File: config.mk
export PLATFORM = sky130hd
export DESIGN_NAME = adder_datapath
export DESIGN_NICKNAME = d
export VERILOG_FILES = /design/src/rtl/adding_machine_pkg.sv /design/src/rtl/adder_datapath_pc_counter.sv /design/src/rtl/adder_datapath.sv
export SDC_FILE = /design/constraint.sdc
export NUM_CORES = 1
export LEC_CHECK = 0
export ABC_AREA = 1
export CAP_MARGIN = 20
export CORE_MARGIN = 10
export CORE_UTILIZATION = 46
export CTS_BUF_LIST = sky130_fd_sc_hd__clkbuf_4 sky130_fd_sc_hd__clkbuf_8 sky130_fd_sc_hd__clkbuf_16
export CTS_CLUSTER_DIAMETER = 30
export DETAILED_ROUTE_END_ITERATION = 6
export PLACE_DENSITY = 0.89
export SLEW_MARGIN = 20
export SYNTH_ARGS = -nofsm -noshare
export SYNTH_HDL_FRONTEND = slang
export SYNTH_HIERARCHICAL = 1
export SYNTH_SLANG_ARGS = --single-unit
File: constraint.sdc
create_clock -name clock -period 2.1 [get_ports clock]
set_input_delay 0.42 -clock clock [delete_from_list [all_inputs] [get_ports clock]]
set_output_delay 0.42 -clock clock [all_outputs]
set_load 0.01 [all_outputs]
File: src/rtl/adding_machine_pkg.sv
// adding_machine_pkg: widths, opcodes and controller state encoding shared across the adding machine
package adding_machine_pkg;
  localparam int WORD_W = 8;
  localparam int OPC_W = 3;
  localparam int ADDR_W = 5;
  localparam logic [OPC_W-1:0] OP_ADD = 3'b000;
  localparam logic [OPC_W-1:0] OP_LOAD = 3'b001;
  localparam logic [OPC_W-1:0] OP_STORE = 3'b010;
  typedef enum logic [2:0] {
    S_IDLE,
    S_FETCH,
    S_DECODE,
    S_EXEC_ADD,
    S_EXEC_LOAD,
    S_EXEC_STORE
  } ctrl_state_t;
endpackage

File: src/rtl/adder_datapath_pc_counter.sv
// pc_counter: program counter with clr > ld > inc priority, wrapping silently
module pc_counter
  import adding_machine_pkg::*;
#(
  parameter int AW = ADDR_W
) (
  input  logic          clock,
  input  logic          reset,
  input  logic          clr,
  input  logic          ld,
  input  logic          inc,
  input  logic [AW-1:0] ld_val,
  output logic [AW-1:0] pc
);
  logic [AW-1:0] pc_d, pc_q;
  always_comb pc_d = clr ? '0 : ld ? ld_val : inc ? pc_q + AW'(1) : pc_q;
  always_ff @(posedge clock or negedge reset)
    if (!reset) pc_q <= '0;
    else pc_q <= pc_d;
  assign pc = pc_q;
endmodule

File: src/rtl/adder_datapath.sv
// adder_datapath: PC, IR, ACC, ALU and address/bus muxes driven by the adding-machine controller
module adder_datapath
  import adding_machine_pkg::*;
#(
  parameter int WORD_W = adding_machine_pkg::WORD_W,
  parameter int OPC_W  = adding_machine_pkg::OPC_W,
  parameter int ADDR_W = adding_machine_pkg::ADDR_W
) (
  input  logic              clock,
  input  logic              reset,
  input  logic              load_IR,
  input  logic              load_acc,
  input  logic              ld_pc,
  input  logic              clr_pc,
  input  logic              inc_pc,
  input  logic              sel_alu,
  input  logic              sel_bus,
  input  logic              pass_add,
  input  logic              ir_on_adr,
  input  logic              pc_on_adr,
  input  logic              mem_read,
  input  logic              mem_write,
  input  logic [WORD_W-1:0] mem_rdata,
  output logic [OPC_W-1:0]  opcode,
  output logic [ADDR_W-1:0] mem_addr,
  output logic [WORD_W-1:0] mem_wdata,
  output logic              mem_re,
  output logic              mem_we,
  output logic [WORD_W-1:0] acc_out,
  output logic [ADDR_W-1:0] pc_out,
  output logic              carry,
  output logic              addr_conflict
);
  logic [WORD_W-1:0] ir_d, ir_q, acc_d, acc_q, bus_value, acc_in;
  logic [WORD_W:0]   alu;
  logic              carry_d, carry_q, conflict_d, conflict_q;
  logic [ADDR_W-1:0] pc;
  pc_counter #(.AW(ADDR_W)) u_pc (
    .clock (clock),
    .reset (reset),
    .clr   (clr_pc),
    .ld    (ld_pc),
    .inc   (inc_pc),
    .ld_val(ir_q[ADDR_W-1:0]),
    .pc    (pc)
  );
  always_comb begin
    bus_value  = sel_bus ? acc_q : mem_rdata;
    alu        = pass_add ? {1'b0, acc_q} + {1'b0, bus_value} : {1'b0, bus_value};
    acc_in     = sel_alu ? alu[WORD_W-1:0] : bus_value;
    ir_d       = load_IR ? bus_value : ir_q;
    acc_d      = load_acc ? acc_in : acc_q;
    carry_d    = (load_acc & sel_alu & pass_add) ? alu[WORD_W] : carry_q;
    conflict_d = conflict_q | (ir_on_adr & pc_on_adr);
  end
  always_ff @(posedge clock or negedge reset)
    if (!reset) begin
      ir_q       <= '0;
      acc_q      <= '0;
      carry_q    <= 1'b0;
      conflict_q <= 1'b0;
    end else begin
      ir_q       <= ir_d;
      acc_q      <= acc_d;
      carry_q    <= carry_d;
      conflict_q <= conflict_d;
    end
  assign mem_addr      = ir_on_adr ? ir_q[ADDR_W-1:0] : pc_on_adr ? pc : '0;
  assign opcode        = ir_q[WORD_W-1 -: OPC_W];
  assign mem_wdata     = acc_q;
  assign mem_re        = mem_read;
  assign mem_we        = mem_write;
  assign acc_out       = acc_q;
  assign pc_out        = pc;
  assign carry         = carry_q;
  assign addr_conflict = conflict_q;
endmodule

==> flow_summary.ini <==
[logic_synthesis]
synth_top_area_cell = dfrtp_1
yosys-top-cells-count = nand2_1 (73), inv_1 (29), dfrtp_1 (23)
syn-num-nets = 267
yosysUniqueCellTypes = 31
ys_ff_latch = 23
synth-main-ff-cell = dfrtp_1
synth_cells = 235
syn_area_sq_mm = 0.00170
synth.top_cell.area_share_pct = 33.8
synth-edff-count = 0
async_reset_ff_share_pct = 100
synth_area_leaders = dfrtp_1 (34%), nand2_1 (16%), ha_1 (6.6%)
syn_avg_cell_area_sq_um = 7.24
ys_warn_count = 6
ys_seq_area_share_pct = 33.8
post-synth-top-count-cell = nand2_1

[die]
die_x_um = 80.8
pin_count = 55
dieHeight_um = 80.8
start_util_pct = 47.2
rows = 22
die_area_sq_mm = 0.00653
core_area_sq_mm = 0.00361

[drt]
wl_per_cell_um = 13.6
drtIter0Drc = 63
num_vias = 1747
drt.antenna.violating_nets = 0
via_per_inst = 5.14
firstDrtPassIters = 4
wirelength_um = 4640
drc = 0

[timing]
hold_viol_final = 0
max_slew_margin_pct = 77.0
worst_pin_slew_ps = 345
rsz0062_at_grt = true
fmax_ghz = 0.498
period_share_pct = 95.6
setup_tns_ps = 0
finalClockSkew_ps = 5.52
finalSetupViolations = 0
slew_violations = 0
layout_min_cycle_time_ps = 2010

[cts]
cts_max_level = 1
clock-root-buffer = clkbuf_8
numCtsBuffers = 3
cts.clk_slew.worst_paths_ps = 90
worstSkewPairLatency_ps = 270
numClockSinks = 23
cts_buffer_depth = 2
cts_tree = built

[placed_design]
gp_congestion = 0.938
portBuffers = 50
placed_cell_area_sq_mm = 0.00228
hpwl_um = 3800

[global_routing]
grt_pass1_vias = 1799
grt_usage_pct = 14.6
grt_overflow = 0
grt_first_pass_wirelength_um = 7940
antenna_found_initial = 0
grt_max_degree = 24

[worst_setup_path]
crit_end = acc_out[6]
path_common_cell = nand2_1
timing.rr.end = acc_out[6]
cpPeakStageDelay_ps = 460
r2r_start = acc_out[0]
critPathKind = in2reg
path_cells = clkdlybuf4s50_1 -> mux2_2 -> ha_2 -> inv_1 -> fa_2 -> inv_1 -> nand3_1 -> nand2_2 -> nand2_1 -> nand2_1 -> nand2_1 -> nand3_1 -> nand2_1
crit_slowest_cell = clkdlybuf4s50_1
required_ps = 2260
reg2reg_slack_ps = 230
cp-startpoint = mem_rdata[0]
cp.arrival_ps = 2170
start_kind = input port
crit_fanout = 4
reg2regPathDepth = 12
crit_path_end_kind = flip-flop

[flow_run]
drv_cap = 0

[power]
intPower_uw = 1120
worst_ir_drop_vdd_mv = 0.683
p_sw_uw = 688
comb_power_share_pct = 51.4
p_leak_uw = 0.00117
switching_share_pct = 38.0
clockPowerShare_pct = 15.8
power_density_mw_per_mm2 = 770
seqPwrFrac_pct = 32.8

[final_layout]
layout-drive-gt1-share_pct = 15.8
nFillCells = 298
nNetsFinal = 325
diodes = 0
multi_input_area_sq_um = 912
area_delta_synth_final_pct = 38.2
final_area_sq_mm = 0.00235
regArea_sq_um = 576

[hold_path]
hp-class = reg2reg
min_delay_path_depth = 1

[run_status]
run_status = finished clean
## cells in the final DEF, fill, tap and decap left out, types with 2 or more instances in the layout
cell type,synthesis,routed
nand2_1,73,71
clkdlybuf4s50_1,0,43
inv_1,29,28
dfrtp_1,23,23
nand3_1,18,18
buf_4,13,18
o21ai_0,13,12
o21ai_1,8,8
nor2_1,8,8
inv_2,6,7
ha_1,9,7
dlygate4sd2_1,0,7
nand4_1,5,5
o21ai_2,3,4
a21oi_1,5,4
nand2_2,1,3
clkbuf_8,0,3
nand3b_1,2,2
a22oi_2,2,2
a22oi_1,2,2
o221ai_1,2,2
## final cells by class
class / instances / area share, %
inverter: 35 / 5.59
clock inverter: 1 / 0.213
tap: 48 / 2.55
sequential: 23 / 24.5
multi-input combinational: 162 / 38.8
timing repair buffer: 68 / 26.6
clock buffer: 3 / 1.76
## what timing repair did
| action | CTS | global route |
|---|---|---|
| pin swaps | 0 | 1 |
| setup buffers | 0 | 0 |
| setup endpoints to repair | 11 | 5 |
| hold buffers | 0 | 0 |
| gates resized for setup | 10 | 6 |
## per-stage QoR
stage                     instances  worst slack, ps  util, %  hold WS (ps)  total power, uW
after CTS                       340             12.4     64.5           472             1790
after global placement          336             -277     63.4           442             1480
after global routing            340            -32.2     65.2           485             1960
after floorplan                 235              249        -           124             1110
after detailed placement        336             -391     63.4           452             1510
final                           340             93.1     65.2           465             1810
## power by group through the flow
stage                     logic, uW  registers (uW)  clock network [uW]
after global placement          882             598                   0
after CTS                       903             592                 293
after detailed placement        905             600                   0
after global routing           1040             607                 305
after floorplan                 507             605                   0
final                           931             595                 285
## state kept, by name, summed over array words and instances (netlist names)
register / count
addr_conflict: 1
carry: 1
u_pc/pc: 5
ir_q: 8
acc_out: 8
## critical path, delay by kind of cell
| kind | cells | cell delay [ps] |
|---|---|---|
| fa+ha+maj | 2 | 520 |
| buf+inv | 3 | 580 |
| mux | 1 | 160 |
| simple gates | 7 | 490 |
## routing by layer
metal / global-route usage, % / part of all wire (%) / up-vias
met5: 0 / 0 / -
met4: 2.42 / 1.4 / 0
met3: 4.64 / 8.1 / 10
met2: 27.8 / 51 / 57
met1: 15.5 / 39 / 811
li1: - / - / 869
## worst min path at each step
stage,start,to
global route,addr_conflict,addr_conflict
floorplan,reset,acc_out[0]
finish,addr_conflict,addr_conflict
global placement,addr_conflict,addr_conflict
CTS,addr_conflict,addr_conflict
detailed placement,addr_conflict,addr_conflict
## cells by family (layout without fill, tap and decap cells)
family          Yosys count  after routing  synth area share, %
flops                    23             23                 33.8
simple gates            110            110                 27.9
xor+xnor                  2              2                 1.03
mux                       1              1                0.662
compound gates           39             39                 14.5
fa+ha+maj                10             10                 7.79
buf+inv                  50            107                 14.3
(Power assumes the default switching activity.)
==> patch 1 (same flow settings) <==
`ADDR_W`: 5 -> 3.
--- a/src/rtl/adding_machine_pkg.sv
+++ b/src/rtl/adding_machine_pkg.sv
@@ -3,5 +3,5 @@
   localparam int WORD_W = 8;
   localparam int OPC_W = 3;
-  localparam int ADDR_W = 5;
+  localparam int ADDR_W = 3;
   localparam logic [OPC_W-1:0] OP_ADD = 3'b000;
   localparam logic [OPC_W-1:0] OP_LOAD = 3'b001;
Ports: changed (resized mem_addr and pc_out); port bits go from 55 to 51. No check against the original RTL was run, so the function may have changed too.
==> patch 1 against the unedited design <==
- wire length shrank 18%
- power shrank 18%
- synthesized area shrank 12%
- cell count shrank 10%
- non-clock buffer count shrank 8
- setup slack gained 0.054 ns
- hold slack lost 0.022 ns
- first-iteration DRC count grew 51%
- cell area shrank 13%
- sequential cell count shrank 4
- highest routed layer unchanged
- fmax grew 2.7%
- via count shrank 15%
- count of clock-buffer cells in the layout grew 1
- critical endpoint unchanged
==> patch 1: results (changes against the unedited design) <==
[pwr]
leakage_nw = 1.08  ; was 1.17 nW
p_per_area_nw_per_um2 = 727  ; was 770 nW/um2
ir_drop_uv = 387  ; was 683 uV
p_comb_w = 0.000802  ; was 0.000931 W
pwr-share-clk_pct = 13.3  ; was 15.8%
switching_power_w = 0.000566  ; was 0.000688 W

[detailed_routing]
num_vias = 1479  ; was 1747
routed_wl_mm = 3.82  ; was 4.64 mm

[synthesis]
synth_compound_area_share_pct = 11.5  ; was 14.5%
synth_mux_area_share_pct = 0  ; was 0.662%
synth_area_leaders = dfrtp_1, nand2_1, ha_1, inv_1, buf_4  ; unchanged
yosysSeqAreaShare_pct = 31.7  ; was 33.8%
synth_fp_nets = 244  ; was 267
ys_top_cells_by_count = nand2_1, inv_1, dfrtp_1, nand3_1, buf_4  ; was nand2_1, inv_1, dfrtp_1, nand3_1
yosys.cell_types.count = 29  ; was 31
synth-xor-area-share_pct = 0.584  ; was 1.03%

[placement]
port_buffers = 46  ; was 50
dp_hpwl_mm = 3.20  ; was 3.80 mm
routabilityCongestion = 0.886  ; was 0.938

[worst_setup_path]
reg2regPathDepth = 13  ; was 12
crit_fanout = 3  ; was 4
worstPathArrival_ns = 2.15  ; was 2.17 ns
critPathTopFamily = simple AND/OR/NAND/NOR gates  ; was buffers and inverters

[finish]
drive_above_1_share_pct = 12.2  ; was 15.8%
layout.nets = 295  ; was 325

[min_path]
hp-class = input pin to asynchronous set/reset pin  ; was register to register

[timing]
slew_headroom_pct = 80.6  ; was 77.0%
finClkSkew_ns = 0.00578  ; was 0.00552 ns

[run_status]
status = complete, no violations  ; unchanged

[clock_network]
insertion_delay_ns = 0.29  ; was 0.27 ns

[global_routing]
grt_start_max_net_pins = 20  ; was 24

[patch 1: through the flow]
stage               std cells  setup WS, ns   TNS, ns  hold slack, ns
floorplan                 212         0.171         0           0.124
global placement          302        -0.318     -1.67           0.444
detailed placement        302        -0.394     -2.13           0.470
CTS                       306        0.0207         0           0.449
global route              306      -0.00833  -0.00833           0.467
finish                    306         0.147         0           0.443
[patch 1: layout make-up]
type                       count  area (um2)
fill                         257        1030
multi-input combinational    144         786
timing repair buffer          60         568
sequential                    19         475
inverter                      35         131
tap                           44        55.1
clock buffer                   4        30.0
[patch 1: routing by layer]
| layer | up-vias | GRT usage (%) | routed length (um) |
|---|---|---|---|
| met1 | 658 | 14.6 | 1670 |
| li1 | 766 | - | - |
| met4 | 0 | 4.01 | 40 |
| met2 | 50 | 21.8 | 1850 |
| met3 | 5 | 3.73 | 258 |
| met5 | - | 0 | 0 |
[patch 1: repair_timing]
item                                    4_1_cts  5_1_grt
endpoints found under the setup margin        5        3
setup buffers                                 0        0
resized for setup                             3        3
==> patch 2 (same flow settings) <==
Without the edit above. `ir_q` no longer has a reset.
--- a/src/rtl/adder_datapath.sv
+++ b/src/rtl/adder_datapath.sv
@@ -56,14 +56,16 @@
   always_ff @(posedge clock or negedge reset)
     if (!reset) begin
-      ir_q       <= '0;
       acc_q      <= '0;
       carry_q    <= 1'b0;
       conflict_q <= 1'b0;
     end else begin
-      ir_q       <= ir_d;
       acc_q      <= acc_d;
       carry_q    <= carry_d;
       conflict_q <= conflict_d;
     end
+
+  always_ff @(posedge clock) begin
+    ir_q <= ir_d;
+  end
   assign mem_addr      = ir_on_adr ? ir_q[ADDR_W-1:0] : pc_on_adr ? pc : '0;
   assign opcode        = ir_q[WORD_W-1 -: OPC_W];
Function: changed (Yosys sat finds a counterexample within 4 cycles, from zero or initial values and one cycle with reset low).
==> patch 2 against the unedited design <==
- synthesized cell count fell by 8.5%
- fmax rose by 1.9%
- sequential cell count did not move
- setup slack improved by 0.038 ns
- count of clock-buffer cells in the layout did not move
- power fell by 9.7%
- wire length fell by 6.3%
- synthesized area fell by 4.4%
- cell area fell by 3.5%
- non-clock buffer count rose by 4
- cell count fell by 5.0%
- critical path depth did not move
==> patch 2: results (changes against the unedited design) <==
[finish]
drive_above_1_share_pct = 13.0  ; was 15.8%
num-fill-cells = 277  ; was 298
layout.nets = 310  ; was 325

[pwr]
p_sw_share_pct = 36.9  ; was 38.0%
p_per_area_nw_per_um2 = 720  ; was 770 nW/um2
ir_drop_uv = 346  ; was 683 uV
leakage_nw = 1.15  ; was 1.17 nW

[detailed_routing]
drt-initial-drc-count = 77  ; was 63
avgRoutedWirePerCell_um = 13.5  ; was 13.6 um
num_vias = 1630  ; was 1747

[synthesis]
synth_compound_area_share_pct = 9.69  ; was 14.5%
ys_top_cells_by_count = nand2_1, inv_1, nand3_1, dfrtp_1, buf_4  ; was nand2_1, inv_1, dfrtp_1, nand3_1
synth_mux_area_share_pct = 0  ; was 0.662%
synth_fp_nets = 247  ; was 267
synth_area_leaders = dfrtp_1, nand2_1, edfxtp_1, ha_1, buf_4  ; was dfrtp_1, nand2_1, ha_1, inv_1, buf_4
synthAdderAreaFrac_pct = 8.15  ; was 7.79%
async_flop_share_pct = 65.2  ; was 100%
yosys.cell_types.count = 28  ; was 31
synth-xor-area-share_pct = 1.08  ; was 1.03%
yosysSeqAreaShare_pct = 37.8  ; was 33.8%
synth_edf_count = 8  ; was 0

[placement]
routabilityCongestion = 0.921  ; was 0.938
dpl-instance-area_um2 = 2240  ; was 2280 um2
dp_hpwl_mm = 3.52  ; was 3.80 mm

[worst_setup_path]
worstPathArrival_ns = 2.19  ; was 2.17 ns
crit_fanout = 2  ; was 4

[global_routing]
grt_start_max_net_pins = 16  ; was 24
use_met3_pct = 3.94  ; was 4.64%
grt_pass1_wl_mm = 7.25  ; was 7.94 mm
met2_usage_pct = 24.2  ; was 27.8%
grt_use_met1_pct = 15.3  ; was 15.5%
grt.total_usage_pct = 13.9  ; was 14.6%

[timing]
timing.fmax_mhz = 508  ; was 498 MHz
finClkSkew_ns = 0.000756  ; was 0.00552 ns
slew_headroom_pct = 77.1  ; was 77.0%

[clock_network]
clk_pin_slew_worst_paths_ns = 0.13  ; was 0.09 ns
root_buffer = clkbuf_4  ; was clkbuf_8
insertion_delay_ns = 0.31  ; was 0.27 ns

[run_status]
status = complete, no violations  ; unchanged

[min_path]
hp-class = input pin to asynchronous set/reset pin  ; was register to register

[patch 2: cell types whose count changed after synthesis, sizes merged, moves of 2 or more]
cell	change
dfrtp	-8
and2	+2
nand3b	-2
edfxtp	+8
nand2	+6
o21ai	-17
inv	-8
nand4	-2
[patch 2: kinds of logic after synthesis]
group / Yosys count
adder cells (fa/ha/maj): 10
XOR/XNOR: 2
AO/OA/AOI/OAI: 24
buffers and inverters: 41
flip-flops: 23
AND/OR/NAND/NOR: 115
[patch 2: worst min path at each step]
stage,start,to,slack [ns],cells after the start
floorplan,reset,acc_out[0]$_DFFE_PN0P_,0.12,0
global placement,addr_conflict$_DFF_PN0_,addr_conflict$_DFF_PN0_,0.44,1
detailed placement,addr_conflict$_DFF_PN0_,addr_conflict$_DFF_PN0_,0.44,1
CTS,reset,acc_out[2]$_DFFE_PN0P_,0.42,2
global route,reset,acc_out[2]$_DFFE_PN0P_,0.41,2
finish,reset,addr_conflict$_DFF_PN0_,0.41,2
[patch 2: routing by layer]
metal | up-vias | share of wire [%] | wire length, um
met1 | 743 | 40 | 1750
met2 | 70 | 49 | 2140
met3 | 9 | 8.9 | 388
li1 | 808 | - | -
met4 | 0 | 1.6 | 70
met5 | - | 0 | 0
[patch 2: area by class of cell]
cell class | count | share of cell area (%)
Clock buffer | 3 | 0.992
Timing Repair Buffer | 72 | 29.3
Tap cell | 46 | 2.54
Multi-Input combinational cell | 151 | 35.4
Clock inverter | 1 | 0.221
Inverter | 27 | 4.47
Sequential cell | 23 | 27.1
[patch 2: worst max-delay path: cells and delay by family]
kind / cells / cell delay [ns]
buffers and inverters: 4 / 0.69
AND/OR/NAND/NOR: 7 / 0.56
adder cells (fa/ha/maj): 2 / 0.51
[patch 2: repair_timing]
item,in CTS,in global routing
setup endpoints to repair,5,5
pin swaps,0,0
gates resized for setup,4,2
hold buffers,0,0
[patch 2: power by group through the flow]
stage                     sequential [W]  clock (W)  combinational [W]
final                           0.000602   0.000206           0.000827
after global routing            0.000613   0.000233           0.000915
after CTS                       0.000602   0.000208           0.000824
after detailed placement        0.000611          0           0.000822
after global placement          0.000608          0           0.000804
after floorplan                 0.000617          0           0.000433
[patch 2: per-stage QoR]
stage	std cells	hold slack, ns	setup TNS (ns)	total power, W	utilization [%]
after floorplan	215	0.124	0	0.00105	-
after global placement	319	0.439	-1.37	0.00141	66.1
after detailed placement	319	0.444	-1.83	0.00143	66.1
after CTS	323	0.421	0	0.00163	66.8
after global routing	323	0.413	0	0.00176	67.0
final	323	0.414	0	0.00163	67.0
